==> src/rtl/hello_sim_ctrl_pkg.sv <==
// Shared definitions for the simulation control block: register offsets,
// controller FSM states and STATUS bit layout.
package hello_sim_ctrl_pkg;

  localparam logic [3:0] OFF_PUTCHAR = 4'h0;
  localparam logic [3:0] OFF_EXIT    = 4'h4;
  localparam logic [3:0] OFF_CYCLE   = 4'h8;
  localparam logic [3:0] OFF_STATUS  = 4'hC;

  localparam int STATUS_DONE_BIT    = 0;
  localparam int STATUS_TIMEOUT_BIT = 1;

  typedef enum logic [1:0] {
    ST_IDLE      = 2'd0,
    ST_PUSH_WAIT = 2'd1,
    ST_RESP      = 2'd2
  } state_e;

  function automatic logic [31:0] status_word(input logic done, input logic timeout);
    logic [31:0] w;
    w = '0;
    w[STATUS_DONE_BIT]    = done;
    w[STATUS_TIMEOUT_BIT] = timeout;
    return w;
  endfunction

endpackage

==> src/rtl/hello_char_fifo.sv <==
// Synchronous character FIFO with occupancy output; a push into a full FIFO
// is accepted only when a pop happens in the same cycle.
module hello_char_fifo #(
  parameter int Depth = 8
) (
  input  logic                     clk_i,
  input  logic                     rst_ni,
  input  logic                     push_i,
  input  logic [7:0]               push_data_i,
  input  logic                     pop_i,
  output logic                     full_o,
  output logic                     empty_o,
  output logic [7:0]               head_o,
  output logic [$clog2(Depth):0]   level_o
);

  localparam int AW = $clog2(Depth);
  localparam logic [AW:0] FULL_LEVEL = Depth[AW:0];

  logic [7:0]  mem [Depth];
  logic [AW:0] wr_ptr_q, rd_ptr_q;
  logic        pop_ok, push_ok;

  assign level_o = wr_ptr_q - rd_ptr_q;
  assign empty_o = (wr_ptr_q == rd_ptr_q);
  assign full_o  = (level_o == FULL_LEVEL);
  assign pop_ok  = pop_i && !empty_o;
  assign push_ok = push_i && (!full_o || pop_ok);
  // Head reads as zero while empty so the console data is clean after reset.
  assign head_o  = empty_o ? 8'h00 : mem[rd_ptr_q[AW-1:0]];

  always_ff @(posedge clk_i or negedge rst_ni) begin
    if (!rst_ni) begin
      wr_ptr_q <= '0;
      rd_ptr_q <= '0;
    end else begin
      if (push_ok) wr_ptr_q <= wr_ptr_q + 1'b1;
      if (pop_ok)  rd_ptr_q <= rd_ptr_q + 1'b1;
    end
  end

  always_ff @(posedge clk_i) begin
    if (push_ok) mem[wr_ptr_q[AW-1:0]] <= push_data_i;
  end

endmodule

==> src/rtl/hello_sim_ctrl.sv <==
// Simulation control peripheral: console character output, EXIT/watchdog
// status and a free-running cycle counter behind a valid/ready register port.
module hello_sim_ctrl
  import hello_sim_ctrl_pkg::*;
#(
  parameter int          FifoDepth     = 8,
  parameter logic [31:0] TimeoutCycles = 32'd50_000_000
) (
  input  logic        clk_i,
  input  logic        rst_ni,
  input  logic        req_valid_i,
  output logic        req_ready_o,
  input  logic [3:0]  req_addr_i,
  input  logic        req_write_i,
  input  logic [31:0] req_wdata_i,
  output logic        rsp_valid_o,
  input  logic        rsp_ready_i,
  output logic [31:0] rsp_rdata_o,
  output logic        rsp_error_o,
  output logic        char_valid_o,
  input  logic        char_ready_i,
  output logic [7:0]  char_data_o,
  output logic        done_o,
  output logic [31:0] exit_code_o,
  output logic        timeout_o
);

  localparam int LevelW = $clog2(FifoDepth) + 1;

  state_e            state_q, state_d;
  logic [3:0]        addr_word;
  logic              fifo_full, fifo_empty, fifo_push, fifo_pop;
  logic [7:0]        fifo_push_data, hold_q;
  logic [LevelW-1:0] fifo_level;
  logic              hold_load, rsp_load, exit_set, count_en;
  logic [31:0]       rsp_rdata_q, rsp_rdata_d, cycle_q, exit_code_q;
  logic              rsp_error_q, rsp_error_d, done_q, timeout_q;

  assign addr_word    = req_addr_i & 4'b1100;
  assign fifo_pop     = char_valid_o && char_ready_i;
  assign char_valid_o = !fifo_empty;
  assign count_en     = !done_q && !timeout_q;

  assign req_ready_o  = (state_q == ST_IDLE);
  assign rsp_valid_o  = (state_q == ST_RESP);
  assign rsp_rdata_o  = rsp_rdata_q;
  assign rsp_error_o  = rsp_error_q;
  assign done_o       = done_q;
  assign exit_code_o  = exit_code_q;
  assign timeout_o    = timeout_q;

  always_comb begin
    state_d        = state_q;
    fifo_push      = 1'b0;
    fifo_push_data = req_wdata_i[7:0];
    hold_load      = 1'b0;
    rsp_load       = 1'b0;
    rsp_rdata_d    = '0;
    rsp_error_d    = 1'b0;
    exit_set       = 1'b0;
    case (state_q)
      ST_IDLE: begin
        if (req_valid_i) begin
          rsp_load = 1'b1;
          state_d  = ST_RESP;
          case (addr_word)
            OFF_PUTCHAR: begin
              if (!req_write_i) begin
                rsp_rdata_d = 32'(fifo_level);
              end else if (fifo_full && !fifo_pop) begin
                hold_load = 1'b1;
                state_d   = ST_PUSH_WAIT;
              end else begin
                fifo_push = 1'b1;
              end
            end
            OFF_EXIT: begin
              if (req_write_i) exit_set    = !done_q;
              else             rsp_rdata_d = exit_code_q;
            end
            OFF_CYCLE:  if (!req_write_i) rsp_rdata_d = cycle_q;
            OFF_STATUS: if (!req_write_i) rsp_rdata_d = status_word(done_q, timeout_q);
            default:    rsp_error_d = 1'b1;
          endcase
        end
      end
      ST_PUSH_WAIT: begin
        fifo_push_data = hold_q;
        if (!fifo_full || fifo_pop) begin
          fifo_push = 1'b1;
          state_d   = ST_RESP;
        end
      end
      ST_RESP: if (rsp_ready_i) state_d = ST_IDLE;
      default: state_d = ST_IDLE;
    endcase
  end

  always_ff @(posedge clk_i or negedge rst_ni) begin
    if (!rst_ni) begin
      state_q     <= ST_IDLE;
      rsp_rdata_q <= '0;
      rsp_error_q <= 1'b0;
      done_q      <= 1'b0;
      exit_code_q <= '0;
      cycle_q     <= '0;
      timeout_q   <= 1'b0;
    end else begin
      state_q <= state_d;
      if (rsp_load) begin
        rsp_rdata_q <= rsp_rdata_d;
        rsp_error_q <= rsp_error_d;
      end
      if (exit_set) begin
        done_q      <= 1'b1;
        exit_code_q <= req_wdata_i;
      end
      // Watchdog fires on the same edge the counter reaches the limit.
      if (count_en) begin
        cycle_q <= cycle_q + 32'd1;
        if (cycle_q + 32'd1 == TimeoutCycles) timeout_q <= 1'b1;
      end
    end
  end

  always_ff @(posedge clk_i) begin
    if (hold_load) hold_q <= req_wdata_i[7:0];
  end

  hello_char_fifo #(
    .Depth (FifoDepth)
  ) u_fifo (
    .clk_i       (clk_i),
    .rst_ni      (rst_ni),
    .push_i      (fifo_push),
    .push_data_i (fifo_push_data),
    .pop_i       (fifo_pop),
    .full_o      (fifo_full),
    .empty_o     (fifo_empty),
    .head_o      (char_data_o),
    .level_o     (fifo_level)
  );

endmodule

==> config.mk <==
export PLATFORM = sky130hd
export DESIGN_NAME = hello_sim_ctrl
export DESIGN_NICKNAME = d
export VERILOG_FILES = /design/src/rtl/hello_sim_ctrl_pkg.sv /design/src/rtl/hello_char_fifo.sv /design/src/rtl/hello_sim_ctrl.sv
export SDC_FILE = /design/constraint.sdc
export NUM_CORES = 1
export LEC_CHECK = 0
export CELL_PAD_IN_SITES_DETAIL_PLACEMENT = 1
export CELL_PAD_IN_SITES_GLOBAL_PLACEMENT = 1
export CORE_MARGIN = 2
export CORE_UTILIZATION = 30
export CTS_CLUSTER_SIZE = 25
export DETAILED_ROUTE_END_ITERATION = 7
export HOLD_SLACK_MARGIN = 0.12
export PLACE_DENSITY = 0.57
export RECOVER_POWER = 50
export SETUP_SLACK_MARGIN = 0.5
export SLEW_MARGIN = 5
export SYNTH_ARGS = -nofsm -noshare
export SYNTH_HDL_FRONTEND = slang
export SYNTH_SLANG_ARGS = --single-unit
==> constraint.sdc <==
create_clock -name clk_i -period 4.4 [get_ports clk_i]
set_clock_uncertainty 0.15 [all_clocks]
set_input_delay 0.88 -clock clk_i [delete_from_list [all_inputs] [get_ports clk_i]]
set_output_delay 0.88 -clock clk_i [all_outputs]
set_load 0.02 [all_outputs]
==> results of run 1 <==
-- cells in the mapped netlist, types with 5 or more instances --
| cell | number |
|---|---|
| and4_4 | 6 |
| ha_1 | 7 |
| nand4_1 | 14 |
| mux4_2 | 18 |
| buf_1 | 5 |
| clkbuf_1 | 21 |
| nor3_1 | 11 |
| a22oi_1 | 28 |
| edfxtp_1 | 72 |
| nand2_1 | 76 |
| nand2b_1 | 7 |
| xor2_1 | 16 |
| nor2_1 | 25 |
| nand3_1 | 18 |
| o21ai_0 | 34 |
| buf_2 | 9 |
| xnor2_1 | 32 |
| mux2_2 | 43 |
| inv_1 | 9 |
| a21oi_1 | 12 |
| dfrtp_1 | 109 |
-- kinds of logic after synthesis --
logic type                 count (synthesis)  share of synthesized area [%]
adders and majority gates                  8                           1.31
AOI/OAI and AO/OA                         91                           7.28
xor gates and xnor gates                  48                           5.14
muxes                                     64                           11.2
and+or+nand+nor                          191                           12.6
buffers and inverters                     50                           2.67
DFF                                      181                           59.7
-- timing repair --
| item | in CTS | in global routing |
|---|---|---|
| resized for setup | 2 | 0 |
| hold buffers | 0 | 0 |
| setup endpoints to repair | 9 | 0 |
| hold endpoints to repair | 0 | 0 |
-- critical path, cell delays in order (launching register included) --
cell	delay, ns
dfrtp_1	0.62
clkinv_2	0.29
ha_1	0.41
nand3_1	0.13
nor2_4	0.27
a21oi_1	0.10
clkdlybuf4s50_1	0.55
-- power groups by stage --
stage / registers (mW) / logic [mW] / clock network, mW
after floorplan: 2.46 / 1.07 / 0
after global placement: 2.35 / 2.06 / 0
after detailed placement: 2.36 / 2.10 / 0
after CTS: 2.33 / 2.12 / 1.64
after global routing: 2.37 / 2.24 / 1.71
final: 2.32 / 2.06 / 1.59
-- through the flow --
step / cell area [um^2] / worst slack [ns] / utilization [%] / cells
floorplan: 8190 / 0.874 / - / 633
global placement: 9750 / 0.788 / 36.3 / 1069
detailed placement: 9750 / 0.689 / 36.3 / 1069
CTS: 10400 / 0.616 / 38.6 / 1101
global route: 10300 / 0.315 / 38.4 / 1101
finish: 10300 / 0.560 / 38.4 / 1101
-- layer usage --
metal / track usage [%] / vias up / part of all wire (%)
met5: 0 / - / 0
met2: 27.3 / 94 / 52
met3: 2.87 / 17 / 2.4
li1: - / 2536 / -
met1: 20.0 / 2837 / 45
met4: 4.05 / 0 / 0.97
-- layout make-up --
type	count	area [um^2]
clock buffers	17	425
clock inverters	15	204
fillers	2840	16500
inverters	10	38.8
multi-input cells	402	3060
flip-flops and latches	181	4890
well taps	341	427
repair buffers	135	1290
-- registers in the layout (all words and copies together) (netlist names) --
signal           cells
rsp_rdata_o         32
exit_code_o         32
u_fifo.mem          64
timeout_o            1
u_fifo.wr_ptr_q      4
hold_q               8
rsp_error_o          1
u_fifo.rd_ptr_q      4
cycle_q             32
done_o               1
state_q              2
-- worst paths after layout --
path	slack [ns]	depth (start not counted)	endpoint	start
max	0.56	6	char_data_o[6]	u_fifo.rd_ptr_q[2]
min	0.34	2	rsp_rdata_o[29]	rsp_rdata_o[29]
max in group asynchronous	1.37	2	cycle_q[13]	rst_ni
min reg2reg	0.34	2	rsp_rdata_o[29]	rsp_rdata_o[29]
min in group asynchronous	0.72	1	exit_code_o[21]	rst_ni
max reg2reg	0.74	10	u_fifo.mem[3][0]	u_fifo.rd_ptr_q[2]
==> metrics, run 1 <==
status=complete, but fails checks; violated checks=capacitance limit, slew limit; row count=60; clk sink count=181; largest cells by area after synthesis=dfrtp_1, edfxtp_1, mux2_2; switching share of power=36.3%; Post-Syn Instances=633; Synth Net Count=683; fin. max-slew vios=103; ant diodes=0; post-synthesis cell type count=60; Max-Cap Viols=2; layout cells sized above 1=15.7%; CP Capture Type=output pin; highest clock rate=0.260 GHz; Logic pwr share=34.5%; CTS Buffer Depth=2; CP startpoint kind=register; Root Buffer=clkbuf_16; leakage power=3.93 nW; Final Setup Violations=0; clock slew at reported path FFs=0.07 ns; DIE HEIGHT=169 um; CTS tree=yes; total track usage=15.6%; # nets final=797; sequential fraction of the synthesis area=59.7%; post-synthesis async set-or-reset flop share=60.2%; DRC=0; P&R area growth vs syn=26.1%; post-DP HPWL=14800 um; fin crit period=3.84 ns; net switching power=2.17 mW; via-per-instance ratio=4.98; initial core utilization=30.5%; Top Ports=120; most common cell after layout, fill and taps aside=dfrtp_1; final estimated routing congestion in global placement=0.765; worst path arrival time=2.81 ns; WL final=21200 um; largest net degree at the start of global routing=66; leading cell types in the layout, fill and taps excluded=dfrtp_1, clkdlybuf4s50_1, nand2_1; Post-CTS Setup Bufs=0; Post-synth top flop=dfrtp_1; via count=5484; post-route ant nets=0; vias in the first global route=6056; Mean Syn Cell Area=12.9 um^2; Core ar.=26900 um^2; die width=169 um; number of synthesized flops with an enable pin=72; unrepaired setup endpoints after global routing=false; post-synth top area share=33.3%; Worst slew margin=-21.2%; Iter 0 DRT Violations=266; worst-path fanout max=11; first-pass GRT wire length=34500 um; worst skew pair latency=0.44 ns; # H-tree levels=4; WS Path Type=reg2out; setup TNS=0 ns; count of input and output buffers=117; Seq cells post-synth=181; PwrDens=578 nW/um^2; Tcrit/Tclk final=87.3%; Mapped Area=8190 um^2; global route overflow=0; Flop pwr share=38.9%; Detailed Routing Iterations Pass 1=4; Peak VDD IR=0.215 mV; Hold WS=0.337 ns; DIE AREA=28600 um^2; endpoints failing hold=0; worst-margin pin slew=1.82 ns; HP Class=reg2reg; TritonCTS buffer count=17; Synth area leader=dfrtp_1; internal power=3.80 mW; data required time of the worst path=3.37 ns; YS warnings=0; total power=5.97 mW; clock power share=26.6%; initial antenna violation count=0; routed len/inst=19.2 um
(Power assumes the default switching activity.)
==> run 2, diff against run 1 <==
CORE_UTILIZATION = 40   (was 30)
PLACE_DENSITY = 0.72   (was 0.57)
==> run 2 against run 1 <==
Against the previous run:
- sequential cell count unchanged
- clock power about the same
- non-clock buffer count unchanged
- wire length up 0.82%
- critical path depth up 3
- die area down 24%
- worst setup slack worse by 0.023 ns
- final cell count down 6.4%
- sequential share of layout area up 0.48 points
- register-to-register slack worse by 0.20 ns
- the flow still finishes with violations (capacitance limit, slew limit)
- first-iteration DRC count up 3.8%
- hold slack worse by 0.0060 ns
==> metrics, run 2 (synthesized netlist as in run 1, its figures left out) <==
register area=4890 um^2 (unchanged); CTS Buffer Depth=2 (unchanged); CP startpoint kind=register; fin. max-slew vios=93 (-9.7%); most common cell after layout, fill and taps aside=dfrtp_1; # H-tree levels=4 (unchanged); leakage power=3.90 nW (-0.73%); fin crit period=3.86 ns (+0.0234 ns); max reg flops=64 (unchanged); R2R depth=9 (-1); routed len/inst=20.7 um (+7.8%); Final Non-Filler Cells=1030 (-6.4%); PwrDens=589 nW/um^2 (+1.8%); ant diodes=0 (unchanged); via count=5536 (+0.95%); fin util=50.7% (+12 points); post-route ant nets=0 (unchanged); CTS tree=yes; worst skew pair latency=0.43 ns (about the same); # nets final=797 (unchanged); Final Setup Violations=0 (unchanged); DIE AREA=21600 um^2 (-24%); multi-input logic area=3050 um^2 (-0.16%); setup TNS=0 ns (unchanged); HP Class=reg2reg; row count=52 (-13%); WL final=21300 um (+0.82%); CP Capture Type=register; layout cells sized above 1=15.4% (-0.26 points); total track usage=20.6% (+5.0 points); unrepaired setup endpoints after global routing=false; hold path depth=2 (unchanged); Cells after DPL=998 (-6.6%); highest clock rate=0.259 GHz (-0.60%); Tcrit/Tclk final=87.8% (+0.53 points); WS Path Type=reg2reg; TritonCTS buffer count=17 (unchanged); via-per-instance ratio=5.37 (+7.9%); clock slew at reported path FFs=0.07 ns (about the same); fill count=2067 (-27%); DIE HEIGHT=147 um (-13%); Post-CTS Setup Bufs=0 (unchanged); leading cell types in the layout, fill and taps excluded=dfrtp_1, clkdlybuf4s50_1, nand2_1; post-DP HPWL=14600 um (-0.94%); Top Ports=120 (unchanged); P&R area growth vs syn=24.9%; status=complete, but fails checks; initial core utilization=40.6% (+10 points); Root Buffer=clkbuf_16; die width=147 um (-13%); endpoints failing hold=0 (unchanged); final estimated routing congestion in global placement=0.776 (+1.5%); Cell Area, Placed=9660 um^2 (-0.91%); Peak VDD IR=0.308 mV (+43%); Core ar.=20200 um^2 (-25%); worst-margin pin slew=3.11 ns (+1.29 ns); initial antenna violation count=0 (unchanged); Worst slew margin=-107% (-86 points); Max-Cap Viols=2 (unchanged); post-route cell area=10200 um^2 (-1.0%); largest net degree at the start of global routing=56 (-15%); first-pass GRT wire length=34700 um (+0.34%); worst path arrival time=3.77 ns (+0.96 ns); DRC=0 (unchanged); Iter 0 DRT Violations=276 (+3.8%); vias in the first global route=6216 (+2.6%); Detailed Routing Iterations Pass 1=4 (unchanged); violated checks=capacitance limit, slew limit; global route overflow=0 (unchanged); count of input and output buffers=117 (unchanged); data required time of the worst path=4.30 ns (+0.93 ns); clk sink count=181 (unchanged); worst-path fanout max=11 (unchanged)
run 2: timing repair:
| action | 4_1_cts | 5_1_grt |
|---|---|---|
| gates resized for setup | 2 | 0 |
| hold endpoints to repair | 0 | 0 |
| setup endpoints to repair | 9 | 0 |
| hold buffers | 0 | 0 |
run 2: critical path, stage by stage (launching register included):
cell,delay [ns]
dfrtp_1,0.65
clkinv_2,0.28
ha_1,0.40
nand3_1,0.15
nor2_4,0.09
nor2b_1,0.52
nor4b_4,0.12
a31oi_4,0.34
nand2b_1,0.18
nor2_1,0.63
run 2: metrics by stage:
stage / setup WS, ns / total power, mW / hold WS [ns]
after floorplan: 0.874 / 3.53 / 0.310
after global placement: 0.871 / 4.38 / 0.315
after detailed placement: 0.663 / 4.46 / 0.319
after CTS: 0.687 / 6.10 / 0.335
after global routing: 0.295 / 6.33 / 0.379
final: 0.537 / 6.02 / 0.331
run 2: per-layer routing:
metal  up-vias  GRT usage [%]  share of wire (%)
met5         -              0                  0
met2        99           37.5                 53
met1      2887           25.3                 42
met3        21           4.07                3.1
met4         0           5.05                1.4
li1       2529              -                  -
run 2: final timing paths:
| kind | start | endpoint | slack (ns) |
|---|---|---|---|
| worst min register to register | rsp_rdata_o[30] | rsp_rdata_o[30] | 0.33 |
| worst min-delay path | rsp_rdata_o[30] | rsp_rdata_o[30] | 0.33 |
| worst max register to register | u_fifo.rd_ptr_q[2] | u_fifo.mem[3][0] | 0.54 |
| max in group asynchronous | rst_ni | rsp_rdata_o[14] | 1.02 |
| worst max-delay path | u_fifo.rd_ptr_q[2] | u_fifo.mem[3][0] | 0.54 |
| min in group asynchronous | rst_ni | exit_code_o[26] | 1.31 |
run 2: area by class of cell:
cell class / instances / area share (%)
clock inverters: 14 / 1.86
repair buffers: 135 / 12.6
well taps: 270 / 3.30
inverters: 10 / 0.379
clock buffers: 18 / 4.20
flip-flops and latches: 181 / 47.8
multi-input cells: 402 / 29.8
run 2: where the power goes:
group          total [mW]  switching [mW]  internal (mW)
Sequential           2.32           0.304           2.02
Clock                1.61           0.696          0.915
Combinational        2.08            1.09          0.998
Total                6.02            2.09           3.93
